### config.mk
export PLATFORM = sky130hd
export DESIGN_NAME = fc3_bias_argmax
export DESIGN_NICKNAME = d
export VERILOG_FILES = /design/src/rtl/fc3_pkg.sv /design/src/rtl/fc3_bias_add.sv /design/src/rtl/fc3_bias_argmax.sv
export SDC_FILE = /design/constraint.sdc
export NUM_CORES = 1
export LEC_CHECK = 0
export CORE_ASPECT_RATIO = 0.9
export CORE_MARGIN = 2
export CORE_UTILIZATION = 40
export DETAILED_ROUTE_END_ITERATION = 16
export GPL_ROUTABILITY_DRIVEN = 0
export MAX_ROUTING_LAYER = met4
export PLACE_DENSITY_LB_ADDON = 0.3
export SYNTH_ARGS = -nofsm -noshare
export SYNTH_HDL_FRONTEND = slang
export SYNTH_SLANG_ARGS = --single-unit
### constraint.sdc
create_clock -name clk -period 7.8 [get_ports clk]
set_input_delay 1.56 -clock clk [delete_from_list [all_inputs] [get_ports clk]]
set_output_delay 1.56 -clock clk [all_outputs]
set_load 0.02 [all_outputs]
### src/rtl/fc3_pkg.sv
// Shared defaults, score type and FSM state encoding for the fc3 bias/argmax stage.
package fc3_pkg;

  localparam int NUM_NEURONS = 10;
  localparam int ACC_W       = 32;
  localparam int IDX_W       = $clog2(NUM_NEURONS);

  typedef logic signed [ACC_W-1:0] score_t;

  typedef enum logic [1:0] {
    IDLE = 2'd0,
    SCAN = 2'd1,
    DONE = 2'd2
  } fc3_state_e;

endpackage

### src/rtl/fc3_bias_add.sv
// Single-lane signed bias adder: saturates to the W-bit signed range when FC3_SAT_EN is
// defined, otherwise wraps modulo 2^W.
module fc3_bias_add #(
  parameter int W = 32
) (
  input  logic signed [W-1:0] acc,
  input  logic signed [W-1:0] bias,
  output logic signed [W-1:0] sum
);

`ifdef FC3_SAT_EN
  logic signed [W:0] wide;

  assign wide = {acc[W-1], acc} + {bias[W-1], bias};

  // Overflow shows up as disagreement between the two top bits; the MSB gives the true sign.
  always_comb begin
    sum = wide[W-1:0];
    if (wide[W] != wide[W-1]) begin
      sum = wide[W] ? {1'b1, {(W-1){1'b0}}} : {1'b0, {(W-1){1'b1}}};
    end
  end
`else
  assign sum = acc + bias;
`endif

endmodule

### src/rtl/fc3_bias_argmax.sv
// Final classifier stage: captures fc3 accumulators and biases, scans one neuron per cycle and
// returns the argmax class and its biased score. Overflow mode selected by FC3_SAT_EN.
module fc3_bias_argmax
  import fc3_pkg::*;
#(
  parameter  int NUM_NEURONS = fc3_pkg::NUM_NEURONS,
  parameter  int ACC_W       = fc3_pkg::ACC_W,
  localparam int IDX_W       = $clog2(NUM_NEURONS)
) (
  input  logic                         clk,
  input  logic                         rst_n,
  input  logic                         acc_valid,
  output logic                         acc_ready,
  input  logic [NUM_NEURONS*ACC_W-1:0] acc_data,
  input  logic [NUM_NEURONS*ACC_W-1:0] bias_data,
  output logic                         out_valid,
  input  logic                         out_ready,
  output logic [IDX_W-1:0]             out_class,
  output logic [ACC_W-1:0]             out_score
);

  localparam logic [IDX_W-1:0] LAST_IDX = IDX_W'(NUM_NEURONS - 1);

  fc3_state_e                   state_reg, state_next;
  logic [IDX_W-1:0]             idx_reg, idx_next;
  logic [NUM_NEURONS*ACC_W-1:0] acc_reg, acc_next;
  logic [NUM_NEURONS*ACC_W-1:0] bias_reg, bias_next;
  logic signed [ACC_W-1:0]      best_score_reg, best_score_next;
  logic [IDX_W-1:0]             best_idx_reg, best_idx_next;

  logic signed [ACC_W-1:0] acc_lane  [NUM_NEURONS];
  logic signed [ACC_W-1:0] bias_lane [NUM_NEURONS];
  logic signed [ACC_W-1:0] lane_score;

  for (genvar gi = 0; gi < NUM_NEURONS; gi++) begin : g_lane
    assign acc_lane[gi]  = acc_reg[gi*ACC_W +: ACC_W];
    assign bias_lane[gi] = bias_reg[gi*ACC_W +: ACC_W];
  end

  // One shared adder; the scan index steers which captured lane feeds it.
  fc3_bias_add #(
    .W (ACC_W)
  ) u_bias_add (
    .acc  (acc_lane[idx_reg]),
    .bias (bias_lane[idx_reg]),
    .sum  (lane_score)
  );

  assign acc_ready = (state_reg == IDLE);
  assign out_valid = (state_reg == DONE);
  assign out_class = best_idx_reg;
  assign out_score = best_score_reg;

  always_comb begin
    state_next      = state_reg;
    idx_next        = idx_reg;
    acc_next        = acc_reg;
    bias_next       = bias_reg;
    best_score_next = best_score_reg;
    best_idx_next   = best_idx_reg;

    case (state_reg)
      IDLE: begin
        if (acc_valid) begin
          acc_next   = acc_data;
          bias_next  = bias_data;
          idx_next   = '0;
          state_next = SCAN;
        end
      end
      SCAN: begin
        // Index 0 seeds the best unconditionally; strict > keeps the lowest index on ties.
        if ((idx_reg == '0) || (lane_score > best_score_reg)) begin
          best_score_next = lane_score;
          best_idx_next   = idx_reg;
        end
        if (idx_reg == LAST_IDX) begin
          state_next = DONE;
        end else begin
          idx_next = idx_reg + 1'b1;
        end
      end
      DONE: begin
        if (out_ready) begin
          state_next = IDLE;
        end
      end
      default: state_next = IDLE;
    endcase
  end

  always_ff @(posedge clk or negedge rst_n) begin
    if (!rst_n) begin
      state_reg      <= IDLE;
      idx_reg        <= '0;
      acc_reg        <= '0;
      bias_reg       <= '0;
      best_score_reg <= '0;
      best_idx_reg   <= '0;
    end else begin
      state_reg      <= state_next;
      idx_reg        <= idx_next;
      acc_reg        <= acc_next;
      bias_reg       <= bias_next;
      best_score_reg <= best_score_next;
      best_idx_reg   <= best_idx_next;
    end
  end

endmodule
; Yosys cells after proc, flatten, opt, wreduce, memory -nomap -nowiden
; Index checks and enable logic that the tools add are counted.
[word_totals]
output_inout_bits = 38
regBits = 682
input_bits = 644
elab_cells = 39
[classes]
n_bitwise = 1
muxes = 13
eq_ne = 7
n_reduce_logical = 8
n_lt_le_gt_ge = 2
add_sub_neg = 2
[op_table]
columns = op, n
row1 = 32-bit binary-select mux with 4-bit select, 2
row2 = 32-bit two-way mux, 4
row3 = 32-bit adder, 1
row4 = 32-bit greater-than comparator, 1
row5 = 4-bit two-way mux, 2
row6 = 4-bit one-hot mux with 2 select lines, 1
row7 = 2-bit two-way mux, 3
row8 = 2-bit inequality test (second input constant), 3
row9 = 2-bit one-hot mux with 3 select lines, 1
row10 = 3-bit AND reduction, 2
row11 = 5-bit >= comparator (second input constant), 1
row12 = 4-bit NOT with 5-bit output, 1
row13 = 4-bit by 1-bit adder with 4-bit output (second input constant), 1
row14 = 4-bit equality test (second input constant), 1
row15 = 4-bit logical NOT, 1
row16 = 2-bit AND reduction, 2
row17 = 2-bit by 1-bit equality test with 1-bit output (second input constant), 1
row18 = 2-bit equality test (second input constant), 1
row19 = 2-bit logical NOT, 1
row20 = 2-bit by 1-bit inequality test with 1-bit output (second input constant), 1
row21 = 2-bit nonzero test, 1
row22 = 1-bit logical OR, 1

; Depth between registers and ports, before layout
; Gate-level depths: netlist of run 1.
[depth]
word_depth = 8
mapped_depth = 28
depth_no_buf = 24

; Cells and area by module
; Synthesis of run 1 repeated with hierarchy kept, for this count alone.
[hier_totals]
hier_cells = 2281
hier_area_um2 = 33045.4
[by_module_without_submodules]
columns = module, area_per_inst_um2, n_inst, cells_per_inst, seq_area_each_um2
row1 = fc3_bias_argmax, 31301.3, 1, 2040, 17066.4
row2 = fc3_bias_add, 1744.2, 1, 241, 0.0

; Worst setup path after synthesis of run 1
; OpenSTA, ideal clock, no wires.
[synth_path]
path_type = register -> register
start = register idx_reg[0]
end = register best_score_reg[22] (netlist: out_score[22])
setup_time_ns = 0.125
required_time_ns = 7.675
arrival_ns = 5.937
stages_incl_launch_ff = 27
path_buffers = 5
path_slack_ns = 1.738
synth_period_minus_slack_ns = 6.062
cell_sequence = dfrtp_1 buf_2 buf_2 buf_1 mux4_2 a221oi_1 a21oi_1 ha_1 buf_6 a21oi_1 o21ai_0 a31oi_4 o221ai_2 a2111oi_2 o21ai_1 a31oi_1 xnor2_1 ha_1 nand4_1 nor2_1 nand2_1 nor2_1 a211oi_2 xor2_1 a31oi_4 buf_2 mux2_2
[synth_via]
elab_chain_cells = 8
word_cells_on_any_way = 12
classes_between = add/sub (1) / order compare (1) / mux (6) / bitwise (1) / reduce/logical (3)
[synth_lines]
columns = element, line_no
row1 = from (decl), fc3_bias_argmax.sv:25  ; logic [IDX_W-1:0] idx_reg, idx_next;
row2 = from (signal assigned), fc3_bias_argmax.sv:102  ; idx_reg <= idx_next;
row3 = 4-bit NOT with 5-bit output (implied by the code) (*), "fc3_bias_argmax.sv:44, fc3_bias_argmax.sv:45"
row4 = "32-bit binary-select mux with 4-bit select, on equally long branches", "fc3_bias_argmax.sv:44, fc3_bias_argmax.sv:45"
row5 = "32-bit two-way mux, on equally long branches (2 in a row)", "fc3_bias_argmax.sv:44, fc3_bias_argmax.sv:45"
row6 = 32-bit adder (*), fc3_bias_add.sv:24  ; assign sum = acc + bias;
row7 = net lane_score[31], fc3_bias_argmax.sv:33  ; logic signed [ACC_W-1:0] lane_score;
row8 = 32-bit greater-than comparator (*), fc3_bias_argmax.sv:73  ; if ((idx_reg == '0) || (lane_score > best_score_reg)) begin
row9 = 1-bit logical OR (*), fc3_bias_argmax.sv:73
row10 = 2-bit AND reduction (no line) (*), --
row11 = to (signal assigned), fc3_bias_argmax.sv:105  ; best_score_reg <= best_score_next;
row12 = to (decl), fc3_bias_argmax.sv:28  ; logic signed [ACC_W-1:0] best_score_reg, best_score_next;
; The timed path passes the listed nets; every way through them passes the cells marked *. The select of a mux whose other input is x is not followed.
; A chain may end at the register's enable or synchronous reset.

; Worst setup path after layout of run 1
[layout_path]
start = register idx_reg[3]
end = register best_score_reg[26] (netlist: out_score[26])
; The elaborated chain is that of the path after synthesis.

==> results.yml, run 1 <==
cts:
  worstSkewPairLatency_ps: 630
  cts_tree: "done"
  postCtsSetupBuffers: 0
  path_clk_slew_ps: 60
  cts_hold_buf: 0
  cts_resized: 0
  cts-root-buf: "clkbuf_16"
  numCtsBuffers: 76
  clk_path_buf_depth: 3
  clock_sinks: 682
  htree_num_levels: 3
route:
  first_pass_iters: 5
  ant_nets: 0
  avgViaCountPerCell: 5.48
  via_count: 22300
  wl_per_cell_um: 26.4
  drc_errors: 0
  drt-total-wl_um: 107000
  drt-initial-drc-count: 1377
worst_setup_path:
  startpoint_type: "register"
  cpPeakStageDelay_ps: 680
  cpMaxStageDelayCell: "o31ai_1"
  critical_path_required_ps: 8280
  cp_max_fo: 31
  critPathTopFamily: "compound AO/OA/AOI/OAI gates"
  path_cells: "inv_6 -> nor2_4 -> a221oi_1 -> a21oi_1 -> ha_1 -> inv_1 -> fa_1 -> nor2b_1 -> o2111ai_1 -> a21oi_1 -> o41ai_2 -> o31ai_1 -> a31oi_1 -> xnor2_1 -> ha_1 -> nand4_1 -> nor2_1 -> nand2_1 -> nor2_1 -> a211oi_2 -> xor2_1 -> a31oi_4 -> buf_12 -> mux2_1"
  cp.buffers_inverters: 3
  crit_path_end_kind: "register"
  path_class: "register to register"
  critPathArrivalTime_ps: 7400
power_and_ir_drop:
  power_density_nw_per_um2: 591
  leakage_nw: 17.7
  vdd.ir_drop.worst_mv: 0.808
timing:
  fmax_mhz: 145
  period_needed_ps: 6910
  relSlewSlack_pct: 23.5
  rsz0062_at_grt: "false"
  tightestPinTransition_ps: 1150
  worst_hold_slack_ps: 501
  hold_viol: 0
  finalSetupTns_ps: 0
  period_share_pct: 88.6
  fin_ws_ps: 887
  finalMaxSlewViolations: 0
  setup_viol: 0
  skew_ps: 27.1
placement:
  port_buffers: 681
  post-place-cells: 3891
  pre_cts_slack_ps: 1100
  dp_hpwl_um: 81300
final_layout:
  fillerInstances: 6690
  multiInputGateArea_um2: 14900
  area_growth_pct: 32.4
  post-route-util_pct: 53.5
  nets: 3620
  seq_area_um2: 17100
  drive_gt1_share_pct: 34.4
  final_cells: 4059
logic_synthesis:
  yosysWarnings: 0
  synthCells: 2269
  ys_seq_area_share_pct: 52.2
  ys_ff_latch: 682
  ys.flop_type: "dfrtp_1"
  syn_nets: 2980
  synth_area_um2: 32700
  ys_top_cells_by_area: "dfrtp_1 (52%), mux2_2 (25%), mux4_2 (8.6%)"
  syn_avg_cell_area_um2: 14.4
  ys_types: 62
  synth_top_cell_by_area: "dfrtp_1"
  synth_enable_flop_cells: 0
  yosys.area.top_type_share_pct: 52.2
  synthArstFlopShare_pct: 100
floorplan:
  ios: 682
  dieArea_um2: 84100
  floorplan.initialDensity_pct: 40.4
  die_y_um: 275
  die_w_um: 305
  fp-row-count: 99
  core_um2: 81000
grt:
  grt_pass1_wl_um: 156000
  grt_max_degree: 196
  grt_pass1_vias: 24000
  grt_usage_pct: 25.8
  antenna_found_initial: 32
  grt-ovfl-total: 0
job:
  maxCapViolCount: 0
min_path:
  hold_class: "register to register"
status:
  outcome: "finished clean"
-- cell usage after synthesis (7+ instances only) --
| cell type | instances |
|---|---|
| mux2_2 | 715 |
| dfrtp_1 | 682 |
| mux4_2 | 125 |
| clkbuf_1 | 121 |
| a21oi_1 | 97 |
| nand2_1 | 81 |
| ha_1 | 66 |
| a221oi_1 | 60 |
| inv_1 | 47 |
| nor2_1 | 28 |
| a21o_1 | 25 |
| mux2_1 | 24 |
| o21ai_0 | 23 |
| xnor2_1 | 23 |
| buf_1 | 16 |
| xor2_1 | 16 |
| nand4_1 | 13 |
| buf_2 | 12 |
| o21a_1 | 8 |
| nor2b_1 | 7 |
-- kinds of logic after synthesis --
| kind of cell | after synthesis | synth area share, % |
|---|---|---|
| muxes | 868 | 34.2 |
| and+or+nand+nor | 157 | 2.22 |
| buffers and inverters | 200 | 2.40 |
| DFF | 682 | 52.2 |
| adders and majority gates | 67 | 2.58 |
| xor gates and xnor gates | 39 | 1.04 |
| AOI/OAI and AO/OA | 256 | 5.44 |
-- power by group --
| part | switching (mW) | internal [mW] | total (mW) | leakage [nW] |
|---|---|---|---|---|
| Combinational | 8.00 | 7.28 | 15.3 | 8.38 |
| Clock | 1.49 | 2.21 | 3.70 | 1.27 |
| Sequential | 1.14 | 5.48 | 6.62 | 8.05 |
| Total | 10.6 | 15.0 | 25.6 | 17.7 |
-- metrics by stage --
stage	power [mW]	instance area (µm²)
finish	25.6	43300
global route	27.2	43300
CTS	25.6	43200
detailed placement	21.8	40700
global placement	21.3	40700
floorplan	16.8	32700
-- final cells by class --
| class | count | share of cell area [%] |
|---|---|---|
| flip-flops and latches | 682 | 39.4 |
| multi-input cells | 1387 | 34.3 |
| inverters | 48 | 0.427 |
| diodes | 33 | 0.191 |
| clock inverters | 30 | 0.806 |
| well taps | 1060 | 3.06 |
| repair buffers | 714 | 16.7 |
| clock buffers | 105 | 5.08 |
-- path summary, 6_finish.rpt --
kind                                          startpoint                        end  slack [ps]  depth (start not counted)
worst min-delay path            bias_reg[92]$_DFFE_PN0P_   bias_reg[92]$_DFFE_PN0P_         500                          1
max in group asynchronous                          rst_n     idx_reg[2]$_DFFE_PN0P_        4960                          2
worst min register to register  bias_reg[92]$_DFFE_PN0P_   bias_reg[92]$_DFFE_PN0P_         500                          1
worst max-delay path              idx_reg[3]$_DFFE_PN0P_  out_score[26]$_DFFE_PN0P_         890                         24
min in group asynchronous                          rst_n   bias_reg[81]$_DFFE_PN0P_         980                          1
worst max register to register    idx_reg[3]$_DFFE_PN0P_  out_score[26]$_DFFE_PN0P_         890                         24
-- routing by layer --
metal / part of all wire, % / wire length (µm) / global-route usage (%)
met5: 0 / 0 / -
met4: 3.1 / 3290 / 8.80
met3: 5.2 / 5600 / 4.86
met2: 53 / 56400 / 45.0
met1: 39 / 41800 / 30.1
-- placed cells by master (no fill, tap or decap), types with 17 or more instances in the layout --
master,count
mux4_2,125
nand2_1,81
diode_2,33
clkbuf_16,77
mux2_2,715
xnor2_1,23
a21oi_1,97
ha_1,66
buf_4,21
o21ai_0,23
nor2_1,27
mux2_1,24
inv_1,47
a221oi_1,60
clkdlybuf4s50_1,680
a21o_1,25
dfrtp_1,679
clkbuf_8,17
-- worst register-to-register path, cell delays in order (launching register included) --
cell and delay, ps:
dfrtp_1 630, inv_6 200, nor2_4 700, a221oi_1 220
a21oi_1 170, ha_1 220, inv_1 80, fa_1 450
nor2b_1 190, o2111ai_1 220, a21oi_1 330, o41ai_2 200
o31ai_1 680, a31oi_1 230, xnor2_1 190, ha_1 280
nand4_1 120, nor2_1 160, nand2_1 80, nor2_1 180
a211oi_2 100, xor2_1 190, a31oi_4 310, buf_12 260
mux2_1 380
Power figures use the tool's default switching activity.
==> inputs of run 2 (changes only) <==
- DONT_BUFFER_PORTS: not set -> 1
==> run 2 against run 1 <==
The flow now finishes with violations (max-slew violations). Utilization shrank 8.3 points. Flip-flop and latch count stayed put. Clock-buffer cell count shrank 2. Die area is the same. Via count is 14% lower. Fmax rose by 0.52%. Worst setup slack improved by 35 ps.
==> results.yml, run 2 (synthesis results as in run 1) <==
status:
  outcome: "complete, but fails checks"
  violations: "max-slew violations"
floorplan:
  dieArea_um2: 84100
  die_y_um: 275
  core_um2: 81000
  floorplan.initialDensity_pct: 40.4
  ios: 682
  fp-row-count: 99
  die_w_um: 305
placement:
  dp_hpwl_um: 74900
  port_buffers: 0
  placed_area_um2: 33900
worst_setup_path:
  cp_max_fo: 43
  critPathArrivalTime_ps: 7370
  cpMaxStageDelayCell: "dfrtp_4"
  critPathTopFamily: "compound AO/OA/AOI/OAI gates"
  timing.rr.start: "idx_reg[0]$_DFFE_PN0P_"
  path_cells: "buf_12 -> buf_12 -> mux4_2 -> nand2_1 -> a21oi_1 -> ha_1 -> a21oi_1 -> o21ai_0 -> a21oi_1 -> o221ai_2 -> a2111oi_2 -> o21ai_1 -> a31oi_1 -> xnor2_1 -> ha_1 -> nand4_1 -> nor2_1 -> nand2_1 -> nor2_1 -> a211oi_2 -> xor2_1 -> a31oi_4 -> buf_12 -> mux2_2"
  cpPeakStageDelay_ps: 740
  startpoint: "idx_reg[0]$_DFFE_PN0P_"
  cp.buffers_inverters: 3
  critical_path_required_ps: 8300
  startpoint_type: "register"
  crit_path_end_kind: "register"
  path_class: "register to register"
timing:
  hold_viol: 0
  finalSetupTns_ps: 0
  tightestPinTransition_ps: 1550
  relSlewSlack_pct: -3.11
  skew_ps: 24.8
  setup_viol: 0
  finalMaxSlewViolations: 122
  worst_hold_slack_ps: 499
  period_share_pct: 88.2
  fmax_mhz: 145
  rsz0062_at_grt: "false"
  period_needed_ps: 6880
final_layout:
  nets: 2941
  mostFrequentLayoutCell: "mux2_2"
  drive_gt1_share_pct: 44.4
  fillerInstances: 7174
  mostFrequentLayoutCells: "mux2_2 (715), dfrtp_1 (679), mux4_2 (125), a21oi_1 (97), nand2_1 (81)"
  seq_area_um2: 17100
  area_growth_pct: 11.9
  fin_area_um2: 36600
  multiInputGateArea_um2: 14900
grt:
  grt_pass1_vias: 20900
  antenna_found_initial: 54
  grt_pass1_wl_um: 143000
  grt-ovfl-total: 0
  grt_usage_pct: 23.9
  grt_max_degree: 683
cts:
  clock_sinks: 682
  postCtsSetupBuffers: 0
  path_clk_slew_ps: 60
  cts_tree: "done"
  worstSkewPairLatency_ps: 630
  htree_num_levels: 3
  clk_path_buf_depth: 3
  numCtsBuffers: 76
  cts_resized: 0
  cts_hold_buf: 0
  cts-root-buf: "clkbuf_16"
route:
  drt-total-wl_um: 99900
  drt-initial-drc-count: 1204
  first_pass_iters: 7
  ant_nets: 0
  via_count: 19200
  drc_errors: 0
  wl_per_cell_um: 29.4
  avgViaCountPerCell: 5.65
min_path:
  hold_class: "register to register"
  holdCritStartpoint: "acc_reg[226]$_DFFE_PN0P_"
job:
  maxCapViolCount: 0
[run 2: cell count changes in the layout (fill, tap and decap cells not counted), moves of 2 or more]
cell / change
buf_16: +3
bufinv_16: +2
clkbuf_1: +6
clkbuf_8: -9
clkdlybuf4s50_1: -680
clkinv_2: -7
clkinvlp_4: +3
diode_2: +19
inv_6: +2
[run 2: path summary, 6_finish.rpt]
kind | to | slack [ps] | depth (start not counted)
max in group asynchronous | idx_reg[1]$_DFFE_PN0P_ | 4710 | 2
setup reg to reg | out_score[0]$_DFFE_PN0P_ | 920 | 24
hold / removal | acc_reg[226]$_DFFE_PN0P_ | 500 | 1
hold reg to reg | acc_reg[226]$_DFFE_PN0P_ | 500 | 1
setup / recovery | out_score[0]$_DFFE_PN0P_ | 920 | 24
min in group asynchronous | acc_reg[115]$_DFFE_PN0P_ | 630 | 0
[run 2: metal layers]
layer	share of wire, %	up-vias	track usage, %
met5	0	-	-
met4	3.3	0	9.07
met3	7.0	161	7.01
met2	51	618	40.0
met1	39	9978	27.3
li1	-	8433	-
[run 2: cell type report]
cell class,instances,share of cell area (%)
sequential,682,46.6
multi-input combinational,1387,40.6
clock buffer,103,5.81
tap,1060,3.62
timing repair buffer,35,1.29
clock inverter,30,1.15
inverter,48,0.506
antenna,52,0.355
[run 2: per-stage QoR]
step,std cells,utilization [%],setup slack [ps]
after floorplan,2269,-,1740
after global placement,3209,41.8,996
after detailed placement,3209,41.8,906
after CTS,3342,44.9,840
after global routing,3396,45.2,438
final,3397,45.2,922
Power of run 2 is not shown: default switching activity piles up to over one toggle a cycle in this logic, so the estimate is an artifact.
